--- src/rtl/led_fader_pkg.sv ---
// Shared types and constants for the LED fader.
package led_fader_pkg;

    // Per-channel operating mode, two bits per channel on the mode bus.
    typedef enum logic [1:0] {
        MODE_BREATHE = 2'd0,
        MODE_SAW     = 2'd1,
        MODE_FIXED   = 2'd2,
        MODE_OFF     = 2'd3
    } mode_t;

    // Direction of the breathing ramp.
    typedef enum logic {
        DirDown = 1'b0,
        DirUp   = 1'b1
    } dir_e;

endpackage

--- src/rtl/led_fader_if.sv ---
// Control and output bundle of the LED fader.
interface led_fader_if #(
    parameter int unsigned N_CH  = 3,
    parameter int unsigned PWM_W = 8,
    parameter int unsigned SPD_W = 16
) ();

    logic                   i_en;
    logic                   i_sync;
    logic [2*N_CH-1:0]      i_mode;
    logic [SPD_W*N_CH-1:0]  i_speed;
    logic [PWM_W*N_CH-1:0]  i_level;
    logic [N_CH-1:0]        o_led;
    logic                   o_period;

    // Controller side: drives configuration, observes LEDs.
    modport master (
        output i_en, i_sync, i_mode, i_speed, i_level,
        input  o_led, o_period
    );

    // Fader side.
    modport slave (
        input  i_en, i_sync, i_mode, i_speed, i_level,
        output o_led, o_period
    );

endinterface

--- src/rtl/led_fader_ch.sv ---
// One LED channel: step prescaler, level/direction generator, duty latch and PWM compare.
module led_fader_ch
    import led_fader_pkg::*;
#(
    parameter int unsigned PWM_W = 8,
    parameter int unsigned SPD_W = 16
) (
    input  logic             clk_i,
    input  logic             rst_ni,
    input  logic             en_i,
    input  logic             sync_i,
    input  logic             period_i,
    input  logic [PWM_W-1:0] pwm_cnt_i,
    input  mode_t            mode_i,
    input  logic [SPD_W-1:0] speed_i,
    input  logic [PWM_W-1:0] level_i,
    output logic             led_o
);

    localparam logic [PWM_W-1:0] LvlMax = '1;

    logic [SPD_W-1:0] div_q, div_d;
    logic [PWM_W-1:0] lvl_q, lvl_d;
    logic [PWM_W-1:0] duty_q, duty_d;
    dir_e             dir_q, dir_d;
    logic             led_q, led_d;
    logic             step;

    // Prescaler: '>=' so a speed drop below the running count steps at once.
    always_comb begin
        div_d = div_q;
        step  = 1'b0;
        if (sync_i) begin
            div_d = '0;
        end else if (en_i) begin
            if (speed_i == '0) begin
                div_d = '0;
            end else if (div_q >= speed_i - SPD_W'(1)) begin
                step  = 1'b1;
                div_d = '0;
            end else begin
                div_d = div_q + SPD_W'(1);
            end
        end
    end

    // Level and direction update per mode; turns skip the repeated endpoint.
    always_comb begin
        lvl_d = lvl_q;
        dir_d = dir_q;
        if (sync_i) begin
            lvl_d = '0;
            dir_d = DirUp;
        end else if (en_i) begin
            unique case (mode_i)
                MODE_BREATHE: begin
                    if (step) begin
                        if (dir_q == DirUp) begin
                            if (lvl_q == LvlMax) begin
                                lvl_d = LvlMax - PWM_W'(1);
                                dir_d = DirDown;
                            end else begin
                                lvl_d = lvl_q + PWM_W'(1);
                            end
                        end else begin
                            if (lvl_q == '0) begin
                                lvl_d = PWM_W'(1);
                                dir_d = DirUp;
                            end else begin
                                lvl_d = lvl_q - PWM_W'(1);
                            end
                        end
                    end
                end
                MODE_SAW: begin
                    if (step) begin
                        lvl_d = lvl_q + PWM_W'(1);
                    end
                end
                MODE_FIXED: lvl_d = level_i;
                MODE_OFF:   lvl_d = '0;
                default:    lvl_d = lvl_q;
            endcase
        end
    end

    // Duty only changes at the period boundary so a PWM period is never torn.
    always_comb begin
        duty_d = duty_q;
        if (sync_i) begin
            duty_d = '0;
        end else if (period_i) begin
            duty_d = lvl_q;
        end
    end

    // PWM compare, registered.
    always_comb begin
        led_d = en_i & (pwm_cnt_i < duty_q);
    end

    // Channel state registers.
    always_ff @(posedge clk_i or negedge rst_ni) begin
        if (!rst_ni) begin
            div_q  <= '0;
            lvl_q  <= '0;
            duty_q <= '0;
            dir_q  <= DirUp;
            led_q  <= 1'b0;
        end else begin
            div_q  <= div_d;
            lvl_q  <= lvl_d;
            duty_q <= duty_d;
            dir_q  <= dir_d;
            led_q  <= led_d;
        end
    end

    assign led_o = led_q;

endmodule

--- src/rtl/led_fader.sv ---
// Multi-channel LED fader: shared PWM counter plus N_CH independent channels.
// Reset asserts asynchronously; its release is expected already aligned to i_clk.
module led_fader
    import led_fader_pkg::*;
#(
    parameter int unsigned N_CH  = 3,
    parameter int unsigned PWM_W = 8,
    parameter int unsigned SPD_W = 16
) (
    input  logic        i_clk,
    input  logic        i_rst_n,
    led_fader_if.slave  bus
);

    localparam logic [PWM_W-1:0] PwmMax = '1;

    logic [PWM_W-1:0] pwm_cnt_q, pwm_cnt_d;
    logic             period;
    logic [N_CH-1:0]  led;

    // Shared PWM counter: sync restarts, disable freezes.
    always_comb begin
        pwm_cnt_d = pwm_cnt_q;
        if (bus.i_sync) begin
            pwm_cnt_d = '0;
        end else if (bus.i_en) begin
            pwm_cnt_d = pwm_cnt_q + PWM_W'(1);
        end
    end

    // PWM counter register.
    always_ff @(posedge i_clk or negedge i_rst_n) begin
        if (!i_rst_n) begin
            pwm_cnt_q <= '0;
        end else begin
            pwm_cnt_q <= pwm_cnt_d;
        end
    end

    // Last enabled cycle of each PWM period.
    always_comb begin
        period = bus.i_en & (pwm_cnt_q == PwmMax);
    end

    for (genvar k = 0; k < N_CH; k++) begin : g_ch
        led_fader_ch #(
            .PWM_W (PWM_W),
            .SPD_W (SPD_W)
        ) u_ch (
            .clk_i     (i_clk),
            .rst_ni    (i_rst_n),
            .en_i      (bus.i_en),
            .sync_i    (bus.i_sync),
            .period_i  (period),
            .pwm_cnt_i (pwm_cnt_q),
            .mode_i    (mode_t'(bus.i_mode[2*k +: 2])),
            .speed_i   (bus.i_speed[SPD_W*k +: SPD_W]),
            .level_i   (bus.i_level[PWM_W*k +: PWM_W]),
            .led_o     (led[k])
        );
    end

    assign bus.o_led    = led;
    assign bus.o_period = period;

endmodule

--- src/flat_wrapper.sv ---
// flat-port wrapper written by rule: the top's interface ports become plain ports
module led_fader_flat import led_fader_pkg::*;
#(
    parameter int unsigned N_CH  = 3,
    parameter int unsigned PWM_W = 8,
    parameter int unsigned SPD_W = 16
)
  (i_clk, i_rst_n, bus_i_en, bus_i_sync, bus_i_mode, bus_i_speed, bus_i_level, bus_o_led, bus_o_period);
  led_fader_if #(.N_CH(N_CH), .PWM_W(PWM_W), .SPD_W(SPD_W)) bus_i ();
  input  logic i_clk;
  input  logic i_rst_n;
  input wire logic [$bits(bus_i.i_en)-1:0] bus_i_en;
  input wire logic [$bits(bus_i.i_sync)-1:0] bus_i_sync;
  input wire logic [$bits(bus_i.i_mode)-1:0] bus_i_mode;
  input wire logic [$bits(bus_i.i_speed)-1:0] bus_i_speed;
  input wire logic [$bits(bus_i.i_level)-1:0] bus_i_level;
  output wire logic [$bits(bus_i.o_led)-1:0] bus_o_led;
  output wire logic [$bits(bus_i.o_period)-1:0] bus_o_period;
  assign bus_i.i_en = bus_i_en;
  assign bus_i.i_sync = bus_i_sync;
  assign bus_i.i_mode = bus_i_mode;
  assign bus_i.i_speed = bus_i_speed;
  assign bus_i.i_level = bus_i_level;
  assign bus_o_led = bus_i.o_led;
  assign bus_o_period = bus_i.o_period;
  led_fader #(.N_CH(N_CH), .PWM_W(PWM_W), .SPD_W(SPD_W)) u_core (.i_clk(i_clk), .i_rst_n(i_rst_n), .bus(bus_i));
endmodule
--- config.mk ---
export PLATFORM = sky130hd
export DESIGN_NAME = led_fader_flat
export DESIGN_NICKNAME = d
export VERILOG_FILES = /design/src/rtl/led_fader_pkg.sv /design/src/rtl/led_fader_if.sv /design/src/rtl/led_fader_ch.sv /design/src/rtl/led_fader.sv /design/src/flat_wrapper.sv
export SDC_FILE = /design/constraint.sdc
export NUM_CORES = 1
export LEC_CHECK = 0
export CELL_PAD_IN_SITES_DETAIL_PLACEMENT = 0
export CELL_PAD_IN_SITES_GLOBAL_PLACEMENT = 1
export CORE_UTILIZATION = 54
export DETAILED_ROUTE_END_ITERATION = 16
export DONT_BUFFER_PORTS = 1
export HOLD_SLACK_MARGIN = 0.12
export PLACE_DENSITY_LB_ADDON = 0.1
export SYNTH_ARGS = -nofsm -noshare
export SYNTH_HDL_FRONTEND = slang
export SYNTH_SLANG_ARGS = --single-unit
--- constraint.sdc ---
create_clock -name i_clk -period 5.4 [get_ports i_clk]
set_clock_uncertainty 0.15 [all_clocks]
set_input_delay 1.62 -clock i_clk [delete_from_list [all_inputs] [get_ports i_clk]]
set_output_delay 1.62 -clock i_clk [all_outputs]
set_load 0.1 [all_outputs]
# After elaboration in Yosys (flattened, before gate mapping)
# Cells that the tools add are included.
word_totals:
  regBits: 110
  elab_cells: 158
  in_bits: 82
  output_inout_bits: 4
op_classes:
  n_addsub: 13
  mux: 77
  bitwise_logic: 4
  eq_ne: 19
  reduce_logical: 23
  magnitude_cmp: 6
ops:
  columns: ["cell", "count"]
  rows:
  - ["2-to-1 mux 8 bit", 29]
  - ["2-to-1 mux 16 bit", 12]
  - ["one-hot mux 8 bit (4 select lines)", 3]
  - ["adder 16 x 1 -> 16 bit, second input constant", 3]
  - ["greater-or-equal comparator 16 bit", 3]
  - ["logical NOT 16 bit", 3]
  - ["subtractor 16 x 1 -> 16 bit, second input constant", 3]
  - ["2-to-1 mux 1 bit", 33]
  - ["adder 8 x 1 -> 8 bit, second input constant", 4]
  - ["== test 8 bit, second input constant", 4]
  - ["logical NOT 8 bit", 3]
  - ["less-than comparator 8 bit", 3]
  - ["subtractor 8 x 1 -> 8 bit, second input constant", 3]
  - ["!= test 3 bit, second input constant", 6]
  - ["AND reduction 3 bit", 6]
  - ["nonzero test 2 bit", 8]
  - ["== test 2 bit, second input constant", 6]
  - ["== test 2 x 1 -> 1 bit, second input constant", 3]
  - ["logical NOT 2 bit", 3]
  - ["AND 1 bit", 4]

# Longest topological paths before layout
# Gate-level depths: netlist of run 1.
depth:
  ltp_word: 10
  mapped_depth: 15
  mapped_depth_nobuf: 13

# Cells and area by module
# From an unflattened synthesis of run 1, not the netlist that was laid out.
unflattened:
  cells_unflattened: 1130
  hier_area_um2: 9509.1
by_module_without_submodules:
  columns: ["mod", "area_per_inst_um2", "seq_area_each_um2", "n_inst", "cells_per_inst"]
  rows:
  - ["led_fader_ch (u_core.g_ch[2].u_ch)", 3051.7, 852.1, 1, 368]
  - ["led_fader_ch (u_core.g_ch[1].u_ch)", 3027.9, 852.1, 1, 356]
  - ["led_fader_ch (u_core.g_ch[0].u_ch)", 3026.7, 852.1, 1, 367]
  - ["led_fader", 402.9, 200.2, 1, 39]

# Worst setup path before layout of run 1
# OpenSTA, ideal clock, no wires.
synth_timing:
  path_type: "in2reg"
  startpoint: "input bus_i_speed[3]"
  endpoint: "register u_core.g_ch[0].u_ch.lvl_q[2]"
  setup_ns: 0.125
  setup_slack_ns: 0.398
  arrival_time_ns: 4.727
  path_buffers: 1
  stages: 14
  t_required_ns: 5.125
  cell_sequence: "or3_1 -> or4_4 -> nor4_4 -> nand2b_1 -> nor4_1 -> xnor2_1 -> ha_1 -> a211oi_1 -> o21bai_1 -> a211oi_1 -> and2_1 -> a21o_1 -> buf_2 -> mux2_2"
synth_via:
  elab_chain_cells: 8
  word_cells_on_any_way: 10
  classes_between: "1 x add/sub; 1 x order compare; 2 x eq/ne; 4 x mux; 2 x reduce/logical"
synth_lines:
  columns: ["item", "line", "rtl"]
  rows:
  - ["start, declared", "flat_wrapper.sv:15", "input wire logic [$bits(bus_i.i_speed)-1:0] bus_i_speed;"]
  - ["subtractor 16 x 1 -> 16 bit", "led_fader_ch.sv:38", "end else if (div_q >= speed_i - SPD_W'(1)) begin"]
  - ["greater-or-equal comparator 16 bit", "led_fader_ch.sv:38", null]
  - ["2-to-1 mux 1 bit", "led_fader_ch.sv:38", null]
  - ["2-to-1 mux 1 bit *", "led_fader_ch.sv:36", "if (speed_i == '0) begin"]
  - ["2-to-1 mux 1 bit *", "led_fader_ch.sv:35", "end else if (en_i) begin"]
  - ["2-to-1 mux 1 bit *", "led_fader_ch.sv:33", "if (sync_i) begin"]
  - ["!= test 3 bit (no line)", null, null]
  - ["AND reduction 3 bit (no line) *", null, null]
  - ["end signal, assigned", "led_fader_ch.sv:112", "lvl_q <= lvl_d;"]
  - ["end, declared", "led_fader_ch.sv:23", "logic [PWM_W-1:0] lvl_q, lvl_d;"]
# Every way passes the cells marked *; elsewhere a longest branch is shown, timed or not.
# A chain may end at the register's enable or synchronous reset.

# Final worst setup path of run 1
layout_timing:
  startpoint: "input bus_i_speed[35]"
  endpoint: "register u_core.g_ch[2].u_ch.lvl_q[6]"
layout_via:
  elab_chain_cells: 8
  word_cells_on_any_way: 10
  classes_between: "1 x add/sub; 1 x order compare; 2 x eq/ne; 4 x mux; 2 x reduce/logical"
layout_lines:
  columns: ["item", "line"]
  rows:
  - ["subtractor 16 x 1 -> 16 bit", "led_fader_ch.sv:38"]
  - ["greater-or-equal comparator 16 bit", "led_fader_ch.sv:38"]
  - ["2-to-1 mux 1 bit", "led_fader_ch.sv:38"]
  - ["2-to-1 mux 1 bit *", "led_fader_ch.sv:36"]
  - ["2-to-1 mux 1 bit *", "led_fader_ch.sv:35"]
  - ["2-to-1 mux 1 bit *", "led_fader_ch.sv:33"]
  - ["!= test 3 bit (no line)", null]
  - ["AND reduction 3 bit (no line) *", null]
  - ["end signal, assigned", "led_fader_ch.sv:112"]
  - ["end, declared", "led_fader_ch.sv:23"]
# Marked as above.

==> run metrics, run 1 <==
Yosys top cell area share=between 20% and 30%; Num CTS Buffers=9; minimum clock period=4946 ps; Final GP Congestion=0.8617; cts hold-fix bufs=0; count of different cell masters after synthesis=89; CP arrival=5040 ps; P_leak=between 3 and 4 nW; Synth Instances=1126; Fin Setup TNS=0 ps; #FFs+latches synth=110; Core Box Area=17240 sq um; Inserted Diodes=0; HP Class=register to register; # resized after CTS=0; EDFF count, synth=0; vias=about 8000; Area growth syn-to-layout=3.357%; RSZ-0062 raised after global routing=no; post-route insts no fill=1319; Total Routing Usage GR=26.25%; CP Capture Type=register; final slew viol count=0; die height=134.7 um; layout cells sized above 1=between 6 and 7%; most common cell in the netlist=nand2_1; Max Freq=around 0.20 GHz; Worst-path clk slew=approximately 80 ps; yosys warns=0; DR pass1 iterations=7; Max-cap violations=0; IO Port Bufs=0; Final Hold Fails=0; initial antenna violation count=0; utilization after layout=between 50% and 60%; Die ar.=18140 sq um; TritonCTS clock tree=yes; period utilization=91.60%; residual DRC count=0; Crit Path Class=input pin to register; DP Cell Count=roughly 1300; relative slew slack=42.59%; num rows=48; Post-DP HPWL=about 16 mm; DR WL/cell=~17 um; post-synth top area cell=dfrtp_1; ys async rst share=100.0%; syn avg cell area=8.442 sq um; final instance area=9824 sq um; first-pass GRT wire length=38.63 mm; pin count of the biggest net entering global routing=111; clk_lat worst skew=360 ps; final setup violation count=0; pwr dens=206.3 nW/um^2; critical path peak fanout=7; startpoint types=input pin; most used flip-flop cell after synthesis=dfrtp_1; Synth Cell Area=9505 sq um; Die X=134.7 um; antenna-violating nets left=0; io pins=86; status=finished clean; starting density of the core=55.15%; Detailed Route Iter0 Violations=approximately 500; Area after DPL=9543 sq um; Syn Nets=1293; Layout fillers=1655; top cells by count, synth=nand2_1, dfrtp_1, ha_1; clock buffer depth=2; Vias/cell=6.158; Seq/Total Area, Yosys=29.00%; WP data required=5500 ps; postcts setup bufs=0; Slew @ Worst Pin=861.8 ps; Clk Tree Root Cell=clkbuf_16; main area contributors after synthesis=dfrtp_1, ha_1, nand2_1, xnor2_1, a21oi_1; Total Routed Length=22.85 mm; Clock Sinks=110; number of global-route vias before repair=7695; hold_ws=368.9 ps; H-tree levels=3; GR Overflow Total=0; nets@finish=1256; Max VDD drop=155.7 uV
## worst max-delay path, stage by stage
cell	delay [ps]
nor4_1	350
nand2b_1	150
or2_2	340
nor3b_1	290
nor3b_1	260
xnor2_1	90
ha_1	290
nand4_1	130
nor3_1	290
o2111ai_1	270
a31oi_1	380
nand2_2	220
mux2_2	350
## cells in the final DEF, fill, tap and decap left out, types with 9 or more instances in the layout
master       n
a211o_1     12
a211oi_1    10
a21o_1      20
a21oi_1     65
a31oi_1     12
and3_1      15
buf_4       13
clkbuf_16    9
dfrtp_1    107
ha_1        85
inv_1       57
mux2_2      13
mux2i_1      9
nand2_1    123
nand2b_1     9
nand3_1     44
nand4_1     16
nor2_1      66
nor2b_1     11
nor3_1      34
nor3b_1     21
nor4_1      32
o211ai_1     9
o21a_1      23
o21ai_0     50
o21bai_1     9
o311ai_0    17
o31ai_1      9
or3_1       10
xnor2_1     48
xor2_1      20
## final timing paths
| check | start | end | slack, ps | depth (start not counted) |
|---|---|---|---|---|
| worst max-delay path | bus_i_speed[35] | u_core.g_ch[2].u_ch.lvl_q[6] | 450 | 13 |
| worst max register to register | u_core.g_ch[0].u_ch.div_q[2] | u_core.g_ch[0].u_ch.lvl_q[2] | 2610 | 7 |
| worst min-delay path | u_core.g_ch[0].u_ch.duty_q[6] | u_core.g_ch[0].u_ch.duty_q[6] | 370 | 2 |
| max in group asynchronous | i_rst_n | u_core.g_ch[2].u_ch.dir_q | 4020 | 0 |
| worst min register to register | u_core.g_ch[0].u_ch.duty_q[6] | u_core.g_ch[0].u_ch.duty_q[6] | 370 | 2 |
| min in group asynchronous | i_rst_n | u_core.g_ch[1].u_ch.lvl_q[2] | 790 | 0 |
## cell type report
class                           count  area, sq um  share of cell area, %
Clock buffer                        9        225.2                  2.292
Clock inverter                      7        56.30                 0.5731
Inverter                           60        225.2                  2.292
Multi-Input combinational cell    895         6182                  62.93
Sequential cell                   110         2756                  28.06
Tap cell                          225        281.5                  2.866
Timing Repair Buffer               13        97.59                 0.9934
## cells by family after synthesis
family | after synthesis | share of synthesized area, %
buffers and inverters | 121 | 5.963
XOR/XNOR | 68 | 6.266
AO/OA/AOI/OAI | 299 | 21.84
multiplexers | 22 | 2.488
flip-flops | 110 | 29.00
AND/OR/NAND/NOR | 421 | 23.26
adder cells (fa/ha/maj) | 85 | 11.19
## power by group
part | leakage (nW) | internal, mW | switching [mW] | total, mW
registers | 1.50 | 0.865 | 0.105 | 0.969
logic | 2.35 | 0.199 | 0.204 | 0.404
clock network | 0.142 | 0.320 | 0.333 | 0.654
total | 3.99 | 1.38 | 0.643 | 2.03
## metal layers
layer  global-route usage (%)  wire (um)
met5                        0          0
met4                    5.431        224
met3                    4.467        975
met2                    44.04      10990
met1                    35.48      10670
## through the flow
step	total power [mW]	setup slack (ps)
after global placement	1.380	82.93
after CTS	2.047	418.5
final	2.027	453.8
after global routing	2.144	113.1
after floorplan	1.319	397.9
after detailed placement	1.384	46.66
## registers in the layout, indices dropped and copies added, names as in the netlist
name / flops
u_core.pwm_cnt_q: 8
u_core.g_ch.u_ch.duty_q: 24
u_core.g_ch.u_ch.led_o: 3
u_core.g_ch.u_ch.dir_q: 3
u_core.g_ch.u_ch.div_q: 48
u_core.g_ch.u_ch.lvl_q: 24
No activity file was read; power rests on OpenSTA's default activity.
==> run 2: changes to the inputs <==
- CELL_PAD_IN_SITES_DETAIL_PLACEMENT: 0 -> default
- CELL_PAD_IN_SITES_GLOBAL_PLACEMENT: 1 -> default
- CORE_UTILIZATION: 54 -> 32
- PLACE_DENSITY_LB_ADDON: 0.1 -> default
- SKIP_LAST_GASP: default -> 1
==> run 2 against run 1 <==
Effect of this change:
- fmax down 3.6%
- global-route usage down 10 points
- sequential power about the same
- critical path type unchanged
- hold slack better by 2.5 ps
- largest power group unchanged
- sequential cell count unchanged
- critical endpoint is now u_core.g_ch[0].u_ch.lvl_q[2]
- clock power up 5.7%
- total power up 1.7%
- final cell count up 12%
- die area up 68%
- critical path depth unchanged
- core utilization down 22 points
- sequential share of layout area down 0.66 points
==> run metrics, run 2 (same netlist as run 1, synthesis figures left out) <==
status=finished clean; Worst path slowest cell=a211oi_1; period utilization=94.97%; final setup violation count=0; number of global-route vias before repair=7867; utilization after layout=roughly a third; WP data required=around 5500 ps; Clock Sinks=110; nets@finish=1257; GR Overflow Total=0; CP arrival=5220 ps; Num CTS Buffers=9; area of the multi-input gates=6188 sq um; residual DRC count=0; num rows=62; max reg flops=48; final slew viol count=0; Critical Path Max Stage Delay=600 ps; Final Hold Fails=0; Vias/cell=5.549; antenna-violating nets left=0; vias=8213; HP Class=register to register; largest reg by FF count=u_core.g_ch.u_ch.div_q; CP Cell Sequence=or3_1, or4_4, nor4_4, nand2b_1, nor4_1, xnor2_1, ha_1, a211oi_1, o21bai_1, a211oi_1, and2_1, a21o_1, mux2_2; Max Freq=0.1950 GHz; TritonCTS clock tree=yes; IO Port Bufs=0; P_leak=3.997 nW; layout cells sized above 1=6.301%; pre-CTS worst setup slack=-94.46 ps; storage element area=around 2800 sq um; Crit Path Class=input pin to register; starting density of the core=32.85%; Worst-path clk slew=80 ps; Die ar.=30400 sq um; H-tree levels=3; Core Box Area=28940 sq um; Overall Power=2.062 mW; clk_lat worst skew=360 ps; Slew @ Worst Pin=between 800 and 900 ps; Die X=~170 um; Area growth syn-to-layout=5.844%; minimum clock period=5128 ps; first-pass GRT wire length=just over 40 mm; DR WL/cell=between 15 and 20 um; Clk Tree Root Cell=clkbuf_16; Max VDD drop=137.9 uV; delay-heaviest family, CP=simple AND/OR/NAND/NOR gates; initial antenna violation count=2; clock buffer depth=2; Total Routing Usage GR=between 10% and 20%; Total Routed Length=24.05 mm; CP Capture Type=register; Largest regs=u_core.g_ch.u_ch.div_q: 48 flops, u_core.g_ch.u_ch.duty_q: 24 flops, u_core.g_ch.u_ch.lvl_q: 24 flops; commonest non-fill, non-tap cell in the layout=nand2_1; startpoint types=input pin; die height=~170 um; final worst slack=approximately 270 ps; Post-DP HPWL=17.61 mm; Max-cap violations=0; Final GP Congestion=about 0.84; pin count of the biggest net entering global routing=111; pwr dens=205.0 nW/um^2; critical path peak fanout=5; relative slew slack=41.37%; Layout fillers=2997; Detailed Route Iter0 Violations=around 570; DR pass1 iterations=5; io pins=86; most used cell, CP=a211oi_1; postcts setup bufs=0; commonest non-fill, non-tap cells in the layout=nand2_1, dfrtp_1, ha_1, nor2_1, a21oi_1; RSZ-0062 raised after global routing=yes; Buf/Inv on CP=0
-- run 2: changes by cell type in the layout (fill, tap and decap cells not counted), sizes merged --
| cell | delta |
|---|---|
| clkinv | -3 |
| buf | +1 |
| clkbuf | +1 |
| clkinvlp | +1 |
| diode | +1 |
| inv | +1 |
-- run 2: worst reg2reg max path: stages, from the launching register on --
cell and delay, ps:
dfrtp_1 470, ha_1 350, a211oi_1 220, o21ai_0 130, a211oi_1 640, and2_1 250
a21o_1 250, mux2_2 360
-- run 2: final timing paths --
kind | from | to | slack [ps] | cells after the start
worst max register to register | u_core.g_ch[0].u_ch.div_q[2] | u_core.g_ch[0].u_ch.lvl_q[2] | 2470 | 7
worst min register to register | u_core.g_ch[2].u_ch.duty_q[2] | u_core.g_ch[2].u_ch.duty_q[2] | 370 | 2
min in group asynchronous | i_rst_n | u_core.g_ch[1].u_ch.lvl_q[3] | 800 | 0
worst min-delay path | u_core.g_ch[2].u_ch.duty_q[2] | u_core.g_ch[2].u_ch.duty_q[2] | 370 | 2
max in group asynchronous | i_rst_n | u_core.g_ch[0].u_ch.dir_q | 4040 | 0
worst max-delay path | bus_i_speed[3] | u_core.g_ch[0].u_ch.lvl_q[2] | 270 | 13
-- run 2: power by group --
| part | switching, mW | leakage (nW) | total (mW) | internal, mW |
|---|---|---|---|---|
| sequential | 0.103 | 1.50 | 0.967 | 0.865 |
| clock | 0.350 | 0.146 | 0.691 | 0.341 |
| combinational | 0.205 | 2.35 | 0.404 | 0.199 |
| total | 0.658 | 4.00 | 2.06 | 1.40 |
-- run 2: metal layers --
layer  vias up  routed length, um  GRT usage (%)
met5         -                  9              0
met4         2                508          5.044
met3        28                948          2.909
met2       152              11620          26.94
met1      3951              10960          21.07
li1       4080                  -              -
-- run 2: cell type report --
type | count | area share, %
clock inverter | 6 | 0.6342
inverter | 60 | 2.239
sequential | 110 | 27.40
tap | 384 | 4.776
antenna | 1 | 0.02487
timing repair buffer | 14 | 1.045
multi-input combinational | 895 | 61.51
clock buffer | 10 | 2.375
-- run 2: per-stage QoR --
step / instance area [sq um] / std cells / TNS (ps) / hold slack (ps)
after floorplan: 9505 / 1126 / 0 / 345.6
after detailed placement: 9749 / 1463 / -533.8 / 360.8
after CTS: 10050 / 1479 / 0 / 372.5
after global placement: 9749 / 1463 / -591.0 / 357.2
after global routing: 10060 / 1480 / -5.560 / 384.6
final: 10060 / 1480 / 0 / 371.4
-- run 2: timing repair --
item / 4_1_cts / 5_1_grt
endpoints found under the setup margin: 0 / 3
hold buffers: 0 / 0
gates resized for setup: 0 / 1
